<file path="src/rtl/mips_pkg.sv">
// Shared opcode/funct encodings, FSM state and ALU operation types for the
// multi-cycle MIPS core.
package mips_pkg;

   localparam logic [5:0] OP_RTYPE = 6'h00;
   localparam logic [5:0] OP_J     = 6'h02;
   localparam logic [5:0] OP_BEQ   = 6'h04;
   localparam logic [5:0] OP_ADDI  = 6'h08;
   localparam logic [5:0] OP_COP0  = 6'h10;
   localparam logic [5:0] OP_LW    = 6'h23;
   localparam logic [5:0] OP_SW    = 6'h2B;

   localparam logic [5:0] FN_ERET  = 6'h18;
   localparam logic [5:0] FN_ADD   = 6'h20;
   localparam logic [5:0] FN_SUB   = 6'h22;
   localparam logic [5:0] FN_AND   = 6'h24;
   localparam logic [5:0] FN_OR    = 6'h25;
   localparam logic [5:0] FN_SLT   = 6'h2A;

   typedef enum logic [2:0] {
      ST_FETCH  = 3'd0,
      ST_DECODE = 3'd1,
      ST_EXEC   = 3'd2,
      ST_MEM    = 3'd3,
      ST_WB     = 3'd4
   } state_e;

   typedef enum logic [2:0] {
      ALU_ADD = 3'd0,
      ALU_SUB = 3'd1,
      ALU_AND = 3'd2,
      ALU_OR  = 3'd3,
      ALU_SLT = 3'd4
   } alu_op_e;

   function automatic alu_op_e funct_to_alu(input logic [5:0] funct);
      case (funct)
         FN_SUB:  return ALU_SUB;
         FN_AND:  return ALU_AND;
         FN_OR:   return ALU_OR;
         FN_SLT:  return ALU_SLT;
         default: return ALU_ADD;
      endcase
   endfunction

   // Add/sub wrap modulo 2^32; slt compares as signed.
   function automatic logic [31:0] alu_calc(input alu_op_e op, input logic [31:0] a,
                                            input logic [31:0] b);
      case (op)
         ALU_SUB: return a - b;
         ALU_AND: return a & b;
         ALU_OR:  return a | b;
         ALU_SLT: return {31'd0, ($signed(a) < $signed(b))};
         default: return a + b;
      endcase
   endfunction

endpackage

</file>
<file path="src/rtl/mips_mem_if.sv">
// Unified instruction/data memory port with a req/ready handshake; the core
// is the master, the external memory is the slave.
interface mips_mem_if #(
   parameter int ADDR_W = 16
) ();

   logic              mem_req;
   logic              mem_we;
   logic [ADDR_W-1:0] mem_addr;
   logic [31:0]       mem_wdata;
   logic [31:0]       mem_rdata;
   logic              mem_ready;

   modport master (
      output mem_req, mem_we, mem_addr, mem_wdata,
      input  mem_rdata, mem_ready
   );

   modport slave (
      input  mem_req, mem_we, mem_addr, mem_wdata,
      output mem_rdata, mem_ready
   );

endinterface

</file>
<file path="src/rtl/mips_regfile.sv">
// 32x32 register file: two asynchronous read ports, one synchronous write
// port, register $0 hardwired to zero.
module mips_regfile (
   input  logic        clock,
   input  logic        n_reset,
   input  logic [4:0]  i_rs_addr,
   input  logic [4:0]  i_rt_addr,
   output logic [31:0] o_rs_data,
   output logic [31:0] o_rt_data,
   input  logic        i_we,
   input  logic [4:0]  i_wr_addr,
   input  logic [31:0] i_wr_data
);

   logic [31:0] r_regs [0:31];

   // NOTE: the array is reset because every register is architecturally zero
   // after reset; that forces a flop implementation rather than a RAM.
   always_ff @(posedge clock or negedge n_reset) begin
      if (!n_reset) begin
         for (int i = 0; i < 32; i++) r_regs[i] <= '0;
      end else if (i_we && (i_wr_addr != 5'd0)) begin
         r_regs[i_wr_addr] <= i_wr_data;
      end
   end

   assign o_rs_data = r_regs[i_rs_addr];
   assign o_rt_data = r_regs[i_rt_addr];

endmodule

</file>
<file path="src/rtl/mips_multicycle_core.sv">
// Multi-cycle MIPS core: FETCH/DECODE/EXEC/MEM/WB sequencing over one shared
// req/ready memory port, with vectored interrupt entry and eret.
module mips_multicycle_core
   import mips_pkg::*;
#(
   parameter int                ADDR_W     = 16,
   parameter logic [ADDR_W-1:0] RESET_PC   = '0,
   parameter logic [ADDR_W-1:0] IRQ_VECTOR = ADDR_W'(16'h0080)
) (
   input  logic              clock,
   input  logic              n_reset,
   input  logic              interrupt,
   mips_mem_if.master        mem,
   output logic [ADDR_W-1:0] pc,
   output logic [31:0]       alu_result,
   output logic [2:0]        state,
   output logic              instr_done,
   output logic              illegal
);

   state_e            r_state;
   logic [ADDR_W-1:0] r_pc;
   logic [ADDR_W-1:0] r_epc;
   logic              r_ie;
   logic [31:0]       r_ir;
   logic [31:0]       r_a;
   logic [31:0]       r_b;
   logic [31:0]       r_alu_out;
   logic [31:0]       r_mdr;

   logic [5:0]        w_op;
   logic [5:0]        w_funct;
   logic [4:0]        w_rs;
   logic [4:0]        w_rt;
   logic [4:0]        w_rd;
   logic [31:0]       w_imm_sext;
   logic [31:0]       w_rs_data;
   logic [31:0]       w_rt_data;
   logic              w_rtype_ok;
   logic              w_is_eret;
   logic              w_legal;
   logic [ADDR_W-1:0] w_pc_inc;
   logic [ADDR_W-1:0] w_br_target;
   logic [ADDR_W-1:0] w_pc_next;
   logic              w_done;
   logic              w_ie_set;
   logic              w_take_irq;
   alu_op_e           w_alu_op;
   logic [31:0]       w_alu_b;
   logic              w_rf_we;
   logic [4:0]        w_rf_waddr;
   logic [31:0]       w_rf_wdata;

   assign w_op       = r_ir[31:26];
   assign w_rs       = r_ir[25:21];
   assign w_rt       = r_ir[20:16];
   assign w_rd       = r_ir[15:11];
   assign w_funct    = r_ir[5:0];
   assign w_imm_sext = {{16{r_ir[15]}}, r_ir[15:0]};

   assign w_rtype_ok = (w_op == OP_RTYPE) &&
                       ((w_funct == FN_ADD) || (w_funct == FN_SUB) || (w_funct == FN_AND) ||
                        (w_funct == FN_OR)  || (w_funct == FN_SLT));
   assign w_is_eret  = (w_op == OP_COP0) && (w_funct == FN_ERET);
   assign w_legal    = w_rtype_ok || w_is_eret || (w_op == OP_ADDI) || (w_op == OP_LW) ||
                       (w_op == OP_SW) || (w_op == OP_BEQ) || (w_op == OP_J);

   // Truncating the sign-extended offset before the add gives the same
   // ADDR_W-bit result as adding at full width and truncating afterwards.
   assign w_pc_inc    = r_pc + ADDR_W'(1);
   assign w_br_target = w_pc_inc + w_imm_sext[ADDR_W-1:0];

   // NOTE: every output of this block gets a default first, so no path can
   // leave one unassigned and infer a latch.
   always_comb begin
      w_done    = 1'b0;
      w_ie_set  = 1'b0;
      w_pc_next = w_pc_inc;
      case (r_state)
         ST_DECODE: begin
            if (!w_legal) begin
               w_done = 1'b1;
            end else if (w_op == OP_J) begin
               w_done    = 1'b1;
               w_pc_next = r_ir[ADDR_W-1:0];
            end else if (w_is_eret) begin
               w_done    = 1'b1;
               w_ie_set  = 1'b1;
               w_pc_next = r_epc;
            end else if (w_op == OP_BEQ) begin
               w_done    = 1'b1;
               w_pc_next = (w_rs_data == w_rt_data) ? w_br_target : w_pc_inc;
            end
         end
         ST_MEM:  w_done = mem.mem_ready && (w_op == OP_SW);
         ST_WB:   w_done = 1'b1;
         default: w_done = 1'b0;
      endcase
   end

   // An eret re-enables interrupts in the same cycle it samples them, so a
   // still-pending request re-enters the vector at once.
   assign w_take_irq = w_done && interrupt && (r_ie || w_ie_set);

   assign w_alu_op = (w_op == OP_RTYPE) ? funct_to_alu(w_funct) : ALU_ADD;
   assign w_alu_b  = (w_op == OP_RTYPE) ? r_b : w_imm_sext;

   // NOTE: all state below uses non-blocking assignments so every register
   // samples the pre-edge values; the done block relies on overriding the
   // per-state next-state assignment made earlier in the same edge.
   always_ff @(posedge clock or negedge n_reset) begin
      if (!n_reset) begin
         r_state   <= ST_FETCH;
         r_pc      <= RESET_PC;
         r_epc     <= '0;
         r_ie      <= 1'b1;
         r_ir      <= '0;
         r_a       <= '0;
         r_b       <= '0;
         r_alu_out <= '0;
         r_mdr     <= '0;
      end else begin
         case (r_state)
            ST_FETCH: begin
               if (mem.mem_ready) begin
                  r_ir    <= mem.mem_rdata;
                  r_state <= ST_DECODE;
               end
            end
            ST_DECODE: begin
               r_a     <= w_rs_data;
               r_b     <= w_rt_data;
               r_state <= ST_EXEC;
            end
            ST_EXEC: begin
               r_alu_out <= alu_calc(w_alu_op, r_a, w_alu_b);
               r_state   <= ((w_op == OP_LW) || (w_op == OP_SW)) ? ST_MEM : ST_WB;
            end
            ST_MEM: begin
               if (mem.mem_ready && (w_op == OP_LW)) begin
                  r_mdr   <= mem.mem_rdata;
                  r_state <= ST_WB;
               end
            end
            default: ;
         endcase

         if (w_done) begin
            r_state <= ST_FETCH;
            if (w_take_irq) begin
               r_pc  <= IRQ_VECTOR;
               r_epc <= w_pc_next;
               r_ie  <= 1'b0;
            end else begin
               r_pc <= w_pc_next;
               if (w_ie_set) r_ie <= 1'b1;
            end
         end
      end
   end

   assign w_rf_we    = (r_state == ST_WB);
   assign w_rf_waddr = (w_op == OP_RTYPE) ? w_rd : w_rt;
   assign w_rf_wdata = (w_op == OP_LW) ? r_mdr : r_alu_out;

   mips_regfile u_regfile (
      .clock     (clock),
      .n_reset   (n_reset),
      .i_rs_addr (w_rs),
      .i_rt_addr (w_rt),
      .o_rs_data (w_rs_data),
      .o_rt_data (w_rt_data),
      .i_we      (w_rf_we),
      .i_wr_addr (w_rf_waddr),
      .i_wr_data (w_rf_wdata)
   );

   // Gating with n_reset drops the request the instant reset asserts.
   assign mem.mem_req   = n_reset && ((r_state == ST_FETCH) || (r_state == ST_MEM));
   assign mem.mem_we    = (r_state == ST_MEM) && (w_op == OP_SW);
   assign mem.mem_addr  = (r_state == ST_MEM) ? r_alu_out[ADDR_W-1:0] : r_pc;
   assign mem.mem_wdata = r_b;

   assign pc         = r_pc;
   assign alu_result = r_alu_out;
   assign state      = r_state;
   assign instr_done = w_done;
   assign illegal    = (r_state == ST_DECODE) && !w_legal;

endmodule
</file>
<file path="src/flat_wrapper.sv">
// flat-port wrapper written by rule: the top's interface ports become plain ports
module mips_multicycle_core_flat import mips_pkg::*;
#(
   parameter int                ADDR_W     = 16,
   parameter logic [ADDR_W-1:0] RESET_PC   = '0,
   parameter logic [ADDR_W-1:0] IRQ_VECTOR = ADDR_W'(16'h0080)
)
  (clock, n_reset, interrupt, pc, alu_result, state, instr_done, illegal, mem_mem_req, mem_mem_we, mem_mem_addr, mem_mem_wdata, mem_mem_rdata, mem_mem_ready);
  mips_mem_if #(.ADDR_W(ADDR_W)) mem_i ();
  input  logic clock;
  input  logic n_reset;
  input  logic interrupt;
  output logic [ADDR_W-1:0] pc;
  output logic [31:0] alu_result;
  output logic [2:0] state;
  output logic instr_done;
  output logic illegal;
  output wire logic [$bits(mem_i.mem_req)-1:0] mem_mem_req;
  output wire logic [$bits(mem_i.mem_we)-1:0] mem_mem_we;
  output wire logic [$bits(mem_i.mem_addr)-1:0] mem_mem_addr;
  output wire logic [$bits(mem_i.mem_wdata)-1:0] mem_mem_wdata;
  input wire logic [$bits(mem_i.mem_rdata)-1:0] mem_mem_rdata;
  input wire logic [$bits(mem_i.mem_ready)-1:0] mem_mem_ready;
  assign mem_mem_req = mem_i.mem_req;
  assign mem_mem_we = mem_i.mem_we;
  assign mem_mem_addr = mem_i.mem_addr;
  assign mem_mem_wdata = mem_i.mem_wdata;
  assign mem_i.mem_rdata = mem_mem_rdata;
  assign mem_i.mem_ready = mem_mem_ready;
  mips_multicycle_core #(.ADDR_W(ADDR_W), .RESET_PC(RESET_PC), .IRQ_VECTOR(IRQ_VECTOR)) u_core (.clock(clock), .n_reset(n_reset), .interrupt(interrupt), .mem(mem_i), .pc(pc), .alu_result(alu_result), .state(state), .instr_done(instr_done), .illegal(illegal));
endmodule
</file>
<file path="config.mk">
export PLATFORM = sky130hd
export DESIGN_NAME = mips_multicycle_core_flat
export DESIGN_NICKNAME = d
export VERILOG_FILES = /design/src/rtl/mips_pkg.sv /design/src/rtl/mips_mem_if.sv /design/src/rtl/mips_regfile.sv /design/src/rtl/mips_multicycle_core.sv /design/src/flat_wrapper.sv
export SDC_FILE = /design/constraint.sdc
export NUM_CORES = 2
export LEC_CHECK = 0
export BUFFER_PORTS_ARGS = -buffer_cell sky130_fd_sc_hd__buf_2
export CAP_MARGIN = 10
export CORE_MARGIN = 2
export CORE_UTILIZATION = 50
export CTS_CLUSTER_DIAMETER = 60
export DETAILED_ROUTE_END_ITERATION = 16
export PLACE_DENSITY = 0.66
export SLEW_MARGIN = 20
export SYNTH_ARGS = -nofsm -noshare
export SYNTH_HDL_FRONTEND = slang
export SYNTH_HIERARCHICAL = 1
export SYNTH_SLANG_ARGS = --single-unit
</file>
<file path="constraint.sdc">
create_clock -name clock -period 12.35 [get_ports clock]
set_input_delay 0.6175 -clock clock [delete_from_list [all_inputs] [get_ports clock]]
set_output_delay 0.6175 -clock clock [all_outputs]
set_load 0.05 [all_outputs]
</file>
==> Flow_metrics.wiki <==
{| class="wikitable"
! Metric !! Value
|-
| Number of buffers created by CTS || around 140
|-
| Final standard cell count with taps included and fillers excluded || 8162
|-
| Hold buffer count at CTS || 2
|-
| Destination of the critical timing path || u_core/r_epc[12]
|-
| CP Data Required Time || between 10 and 15 ns
|-
| Max stage delay on crit path || between 1 and 1.5 ns
|-
| Post-synth EDFFs || 0
|-
| Final total power || 22.6 mW
|-
| CTS H-Tree Depth || 4
|-
| Clk network pwr share || 0.191
|-
| Leakage power summed over all cells || 37.4 nW
|-
| Power density of the placed cells || about 290 nW/um^2
|-
| Setup clock skew after layout || around 0.034 ns
|-
| Worst setup path category || reg -> reg
|-
| Summed instance area of the synthesized netlist || 70900 um^2
|-
| WP data arrival || 7.33 ns
|-
| Total core area || 141000 um^2
|-
| Placer congestion estimate || 0.968
|-
| Slack of the worst reg-to-reg path || 5.73 ns
|-
| Fin Setup TNS || 0 ns
|-
| Share of synthesized registers carrying an async set or reset || 1.00
|-
| Worst reg2reg path endpoint || u_core/r_epc[12]
|-
| Post-DR wirelength/cell || a little under 30 um
|-
| Worst-Skew Late Latency || 0.80 ns
|-
| Vias post-DR || roughly 53000
|-
| Clock transition time at the flip-flop clock pins of the worst setup and hold paths || around 0.06 ns
|-
| Die height || 381 um
|-
| Instance count on the critical path || 17
|-
| Total global routing track utilization || 0.319
|-
| Count of pins on the block boundary || 139
|-
| Post-Synthesis Cells || 6338
|-
| Total global routing overflow || 0
|-
| Sink Count || 1220
|-
| Number of design rule violations left after detail routing || 0
|-
| Hold Violations, Final || 0
|-
| Area share of the leading cell type in the synthesized netlist || 0.430
|-
| Biggest area contributors in the synthesized netlist || sky130_fd_sc_hd__dfrtp_1 (43%), sky130_fd_sc_hd__mux2_2 (17%), sky130_fd_sc_hd__mux2i_1 (15%), sky130_fd_sc_hd__nand2_1 (2.5%), sky130_fd_sc_hd__a21oi_1 (2.2%)
|-
| Proportion of layout cells with a drive suffix above 1 || 0.262
|-
| Vias in the first global route || 52200
|-
| Relative contribution of combinational cells to total power || 0.519
|-
| Buffers added on ports || 138
|-
| Largest delay share family, worst path || simple AND/OR/NAND/NOR gates
|-
| Sort of element at the end of the critical path || flip-flop
|-
| Final critical-path required period || 6.62 ns
|-
| Final net count || approximately 6300
|-
| Adder-cell share of the synthesized area || 0.0211
|-
| Number of iterations in the first detailed-routing pass || 6
|-
| Sequential group share of total power || 0.290
|-
| Result of the run || complete, no violations
|-
| Number of distinct standard cells referenced by the synthesized netlist || 100
|-
| Most Frequent Cell on Critical Path || sky130_fd_sc_hd__buf_4
|-
| P&R area growth vs syn || 8.56%
|-
| Number of endpoints failing setup at the final stage || 0
|-
| Xor and xnor area share after synthesis || 0.0100
|-
| Relative slew slack || 0.272
|-
| FP Rows || approximately 140
|-
| Post-synthesis sequential element count || 1220
|-
| Gates resized, CTS repair || 0
|-
| Reg-to-reg critical path startpoint || u_core/r_ir[22]
|-
| Cell-internal power || 12.2 mW
|-
| Largest net degree at the start of global routing || 161
|-
| Count of synthesis-stage warnings from yosys || 6
|-
| Combinational family with the most area after synthesis || multiplexers
|-
| CTS root buffer || sky130_fd_sc_hd__clkbuf_16
|-
| Worst-Margin Slew || 1.07 ns
|-
| Sum of net half-perimeters after detailed placement || 140000 um
|-
| Multiplexer share of the synthesized area || 0.323
|-
| Post-synthesis simple-gate area fraction || 0.0672
|-
| Fraction of the mapped netlist area in compound gates || 0.102
|-
| Cell depth of the worst flop-to-flop path || 17
|-
| Total setup buffers inserted after CTS || 0
|-
| Slowest cell on crit path || sky130_fd_sc_hd__dfrtp_4
|-
| Placed cell count || 7910
|-
| Violation count after the first detailed-routing iteration || 5130
|-
| Via density per instance || 6.53
|-
| Biggest area consumer among synthesized cells || sky130_fd_sc_hd__dfrtp_1
|-
| Syn_nets || 6492
|-
| RSZ-0062 raised after global routing || false
|-
| CP Max Fanout || 50
|-
| Total wire length after detailed routing || 237000 um
|-
| Initial antenna violation count || 3
|-
| Max-capacitance violation count || 0
|-
| IR drop worst, VDD || around 360 uV
|-
| Buf/Inv on CP || 3
|-
| Effective utilization at floorplan || 0.502
|-
| Share of total power consumed by net switching || 0.463
|-
| Critical path origin || u_core/r_ir[22]
|-
| Worst Hold Class || in -> reg
|-
| Launching element type of the critical path || flip-flop
|-
| Wire length of the first global-routing pass || 349000 um
|-
| Fraction of the yosys area taken by sequential cells || 0.430
|-
| Clock tree from TritonCTS || done
|-
| Die ar. || 145000 um^2
|-
| Average footprint of a synthesized cell || roughly 11 um^2
|-
| Max Slew Vio Count || 0
|-
| Ordered list of cells on the worst path || buf_4, buf_4, mux2i_1, a22o_1, nor3_1, a31oi_1, nand3_1, xor2_1, nor4_1, nand2_1, nor4b_4, buf_4, nor2_1, nor2_1, o22ai_1, a21oi_1, mux2_2
|-
| Chip width || 381 um
|-
| Post-route fraction of the period consumed by the critical path || 0.536
|-
| Achievable Freq || 151 MHz
|-
| Antenna-violating nets left || 0
|-
| Switching pwr || 10.5 mW
|-
| CTS max path bufs || 3
|-
| Post-synth top flop || sky130_fd_sc_hd__dfrtp_1
|}
==> final cells by class <==
type,count,area [um^2]
Fill cell,12300,64200
Multi-Input combinational cell,4440,37200
Sequential cell,1220,30500
Clock buffer,200,4060
Tap cell,1890,2360
Timing Repair Buffer,255,1720
Clock inverter,48,697
Inverter,108,405
Antenna cell,1,2.50
==> power by group through the flow <==
| stage | combinational [mW] | clock [mW] | sequential, mW |
|---|---|---|---|
| floorplan | 7.92 | 0 | 6.44 |
| global placement | 11.3 | 0 | 6.50 |
| detailed placement | 11.4 | 0 | 6.57 |
| CTS | 11.5 | 4.39 | 6.51 |
| global route | 12.3 | 4.56 | 6.70 |
| finish | 11.7 | 4.33 | 6.55 |
==> per-stage QoR <==
stage | hold slack, ns | instance area, um^2 | util | worst slack [ns]
after floorplan | 0.322 | 70900 | - | 8.10
after global placement | 0.384 | 72200 | 0.511 | 5.94
after detailed placement | 0.389 | 72200 | 0.511 | 5.92
after CTS | 0.0578 | 77000 | 0.545 | 5.93
after global routing | 0.0687 | 77000 | 0.545 | 5.54
final | 0.0885 | 77000 | 0.545 | 5.73
==> worst min path at each step <==
| stage | from | endpoint | slack [ns] | depth (start not counted) |
|---|---|---|---|---|
| 6_report | mem_mem_rdata[25] | u_core/r_mdr[25] | 0.09 | 2 |
| 2_1_floorplan | n_reset | u_core/alu_result[0] | 0.32 | 0 |
| 3_5_place_dp | u_core/u_regfile/r_regs[1004] | u_core/u_regfile/r_regs[1004] | 0.39 | 0 |
| 3_3_place_gp | u_core/u_regfile/r_regs[1005] | u_core/u_regfile/r_regs[1005] | 0.38 | 0 |
| 4_1_cts | mem_mem_rdata[1] | u_core/r_ir[1] | 0.06 | 3 |
| 5_1_grt | mem_mem_rdata[25] | u_core/r_mdr[25] | 0.07 | 2 |
==> worst register-to-register path, stage by stage, from the launching register on <==
cell and delay (ns):
sky130_fd_sc_hd__dfrtp_4 1.02, sky130_fd_sc_hd__buf_4 0.78, sky130_fd_sc_hd__buf_4 0.90, sky130_fd_sc_hd__mux2i_1 0.29, sky130_fd_sc_hd__a22o_1 0.16, sky130_fd_sc_hd__nor3_1 0.05, sky130_fd_sc_hd__a31oi_1 0.28, sky130_fd_sc_hd__nand3_1 0.23
sky130_fd_sc_hd__xor2_1 0.23, sky130_fd_sc_hd__nor4_1 0.45, sky130_fd_sc_hd__nand2_1 0.27, sky130_fd_sc_hd__nor4b_4 0.30, sky130_fd_sc_hd__buf_4 0.33, sky130_fd_sc_hd__nor2_1 0.11, sky130_fd_sc_hd__nor2_1 0.58, sky130_fd_sc_hd__o22ai_1 0.16
sky130_fd_sc_hd__a21oi_1 0.22, sky130_fd_sc_hd__mux2_2 0.18
==> sequential cells by signal, indices dropped and copies added (netlist names) <==
| register | flops |
|---|---|
| u_core/u_regfile/r_regs | 1024 |
| u_core/alu_result | 32 |
| u_core/mem.mem_wdata | 32 |
| u_core/r_a | 32 |
| u_core/r_ir | 32 |
| u_core/r_mdr | 32 |
| u_core/pc | 16 |
| u_core/r_epc | 16 |
| u_core/state | 3 |
| u_core/r_ie | 1 |
==> Yosys cell counts, types with 42 or more instances <==
library cell / number
sky130_fd_sc_hd__inv_1: 107
sky130_fd_sc_hd__nor3_1: 86
sky130_fd_sc_hd__dfrtp_1: 1219
sky130_fd_sc_hd__nand2_1: 475
sky130_fd_sc_hd__mux2_2: 1080
sky130_fd_sc_hd__a21oi_1: 307
sky130_fd_sc_hd__a31oi_1: 79
sky130_fd_sc_hd__xor2_1: 42
sky130_fd_sc_hd__a21o_1: 45
sky130_fd_sc_hd__buf_4: 66
sky130_fd_sc_hd__buf_6: 50
sky130_fd_sc_hd__mux2i_1: 1030
sky130_fd_sc_hd__buf_2: 121
sky130_fd_sc_hd__clkbuf_1: 304
sky130_fd_sc_hd__ha_1: 115
sky130_fd_sc_hd__nor2_1: 104
sky130_fd_sc_hd__nand3_1: 215
sky130_fd_sc_hd__o21ai_0: 111
sky130_fd_sc_hd__a22oi_1: 199
sky130_fd_sc_hd__a22o_1: 135
==> logic make-up (layout without fill, tap and decap cells) <==
kind of cell               after synthesis  in the layout
adders and majority gates              118            118
xor gates and xnor gates                81             81
buffers and inverters                  678            611
DFF                                   1220           1220
AOI/OAI and AO/OA                     1071           1071
muxes                                 2149           2149
other                                    0              1
and+or+nand+nor                       1021           1021
==> per-layer routing <==
| metal | track usage | part of all wire | vias to the layer above |
|---|---|---|---|
| li1 | - | - | 22800 |
| met1 | 0.429 | 0.42 | 27600 |
| met2 | 0.504 | 0.46 | 2305 |
| met3 | 0.0567 | 0.074 | 574 |
| met4 | 0.145 | 0.049 | 4 |
| met5 | 0 | 0.00014 | - |
==> layout by cell type (no fill, tap or decap), types with 45 or more instances in the layout <==
cell type / count
sky130_fd_sc_hd__buf_2: 137
sky130_fd_sc_hd__a22oi_1: 199
sky130_fd_sc_hd__ha_1: 115
sky130_fd_sc_hd__a21o_1: 45
sky130_fd_sc_hd__a21oi_1: 307
sky130_fd_sc_hd__nor3_1: 86
sky130_fd_sc_hd__dfrtp_1: 1217
sky130_fd_sc_hd__nor2_1: 102
sky130_fd_sc_hd__o21ai_0: 111
sky130_fd_sc_hd__a31oi_1: 79
sky130_fd_sc_hd__mux2i_1: 1030
sky130_fd_sc_hd__inv_1: 107
sky130_fd_sc_hd__nand3_1: 214
sky130_fd_sc_hd__clkbuf_16: 142
sky130_fd_sc_hd__buf_4: 105
sky130_fd_sc_hd__mux2_2: 1080
sky130_fd_sc_hd__nand2_1: 458
sky130_fd_sc_hd__a22o_1: 135
Power figures use the tool's default switching activity.
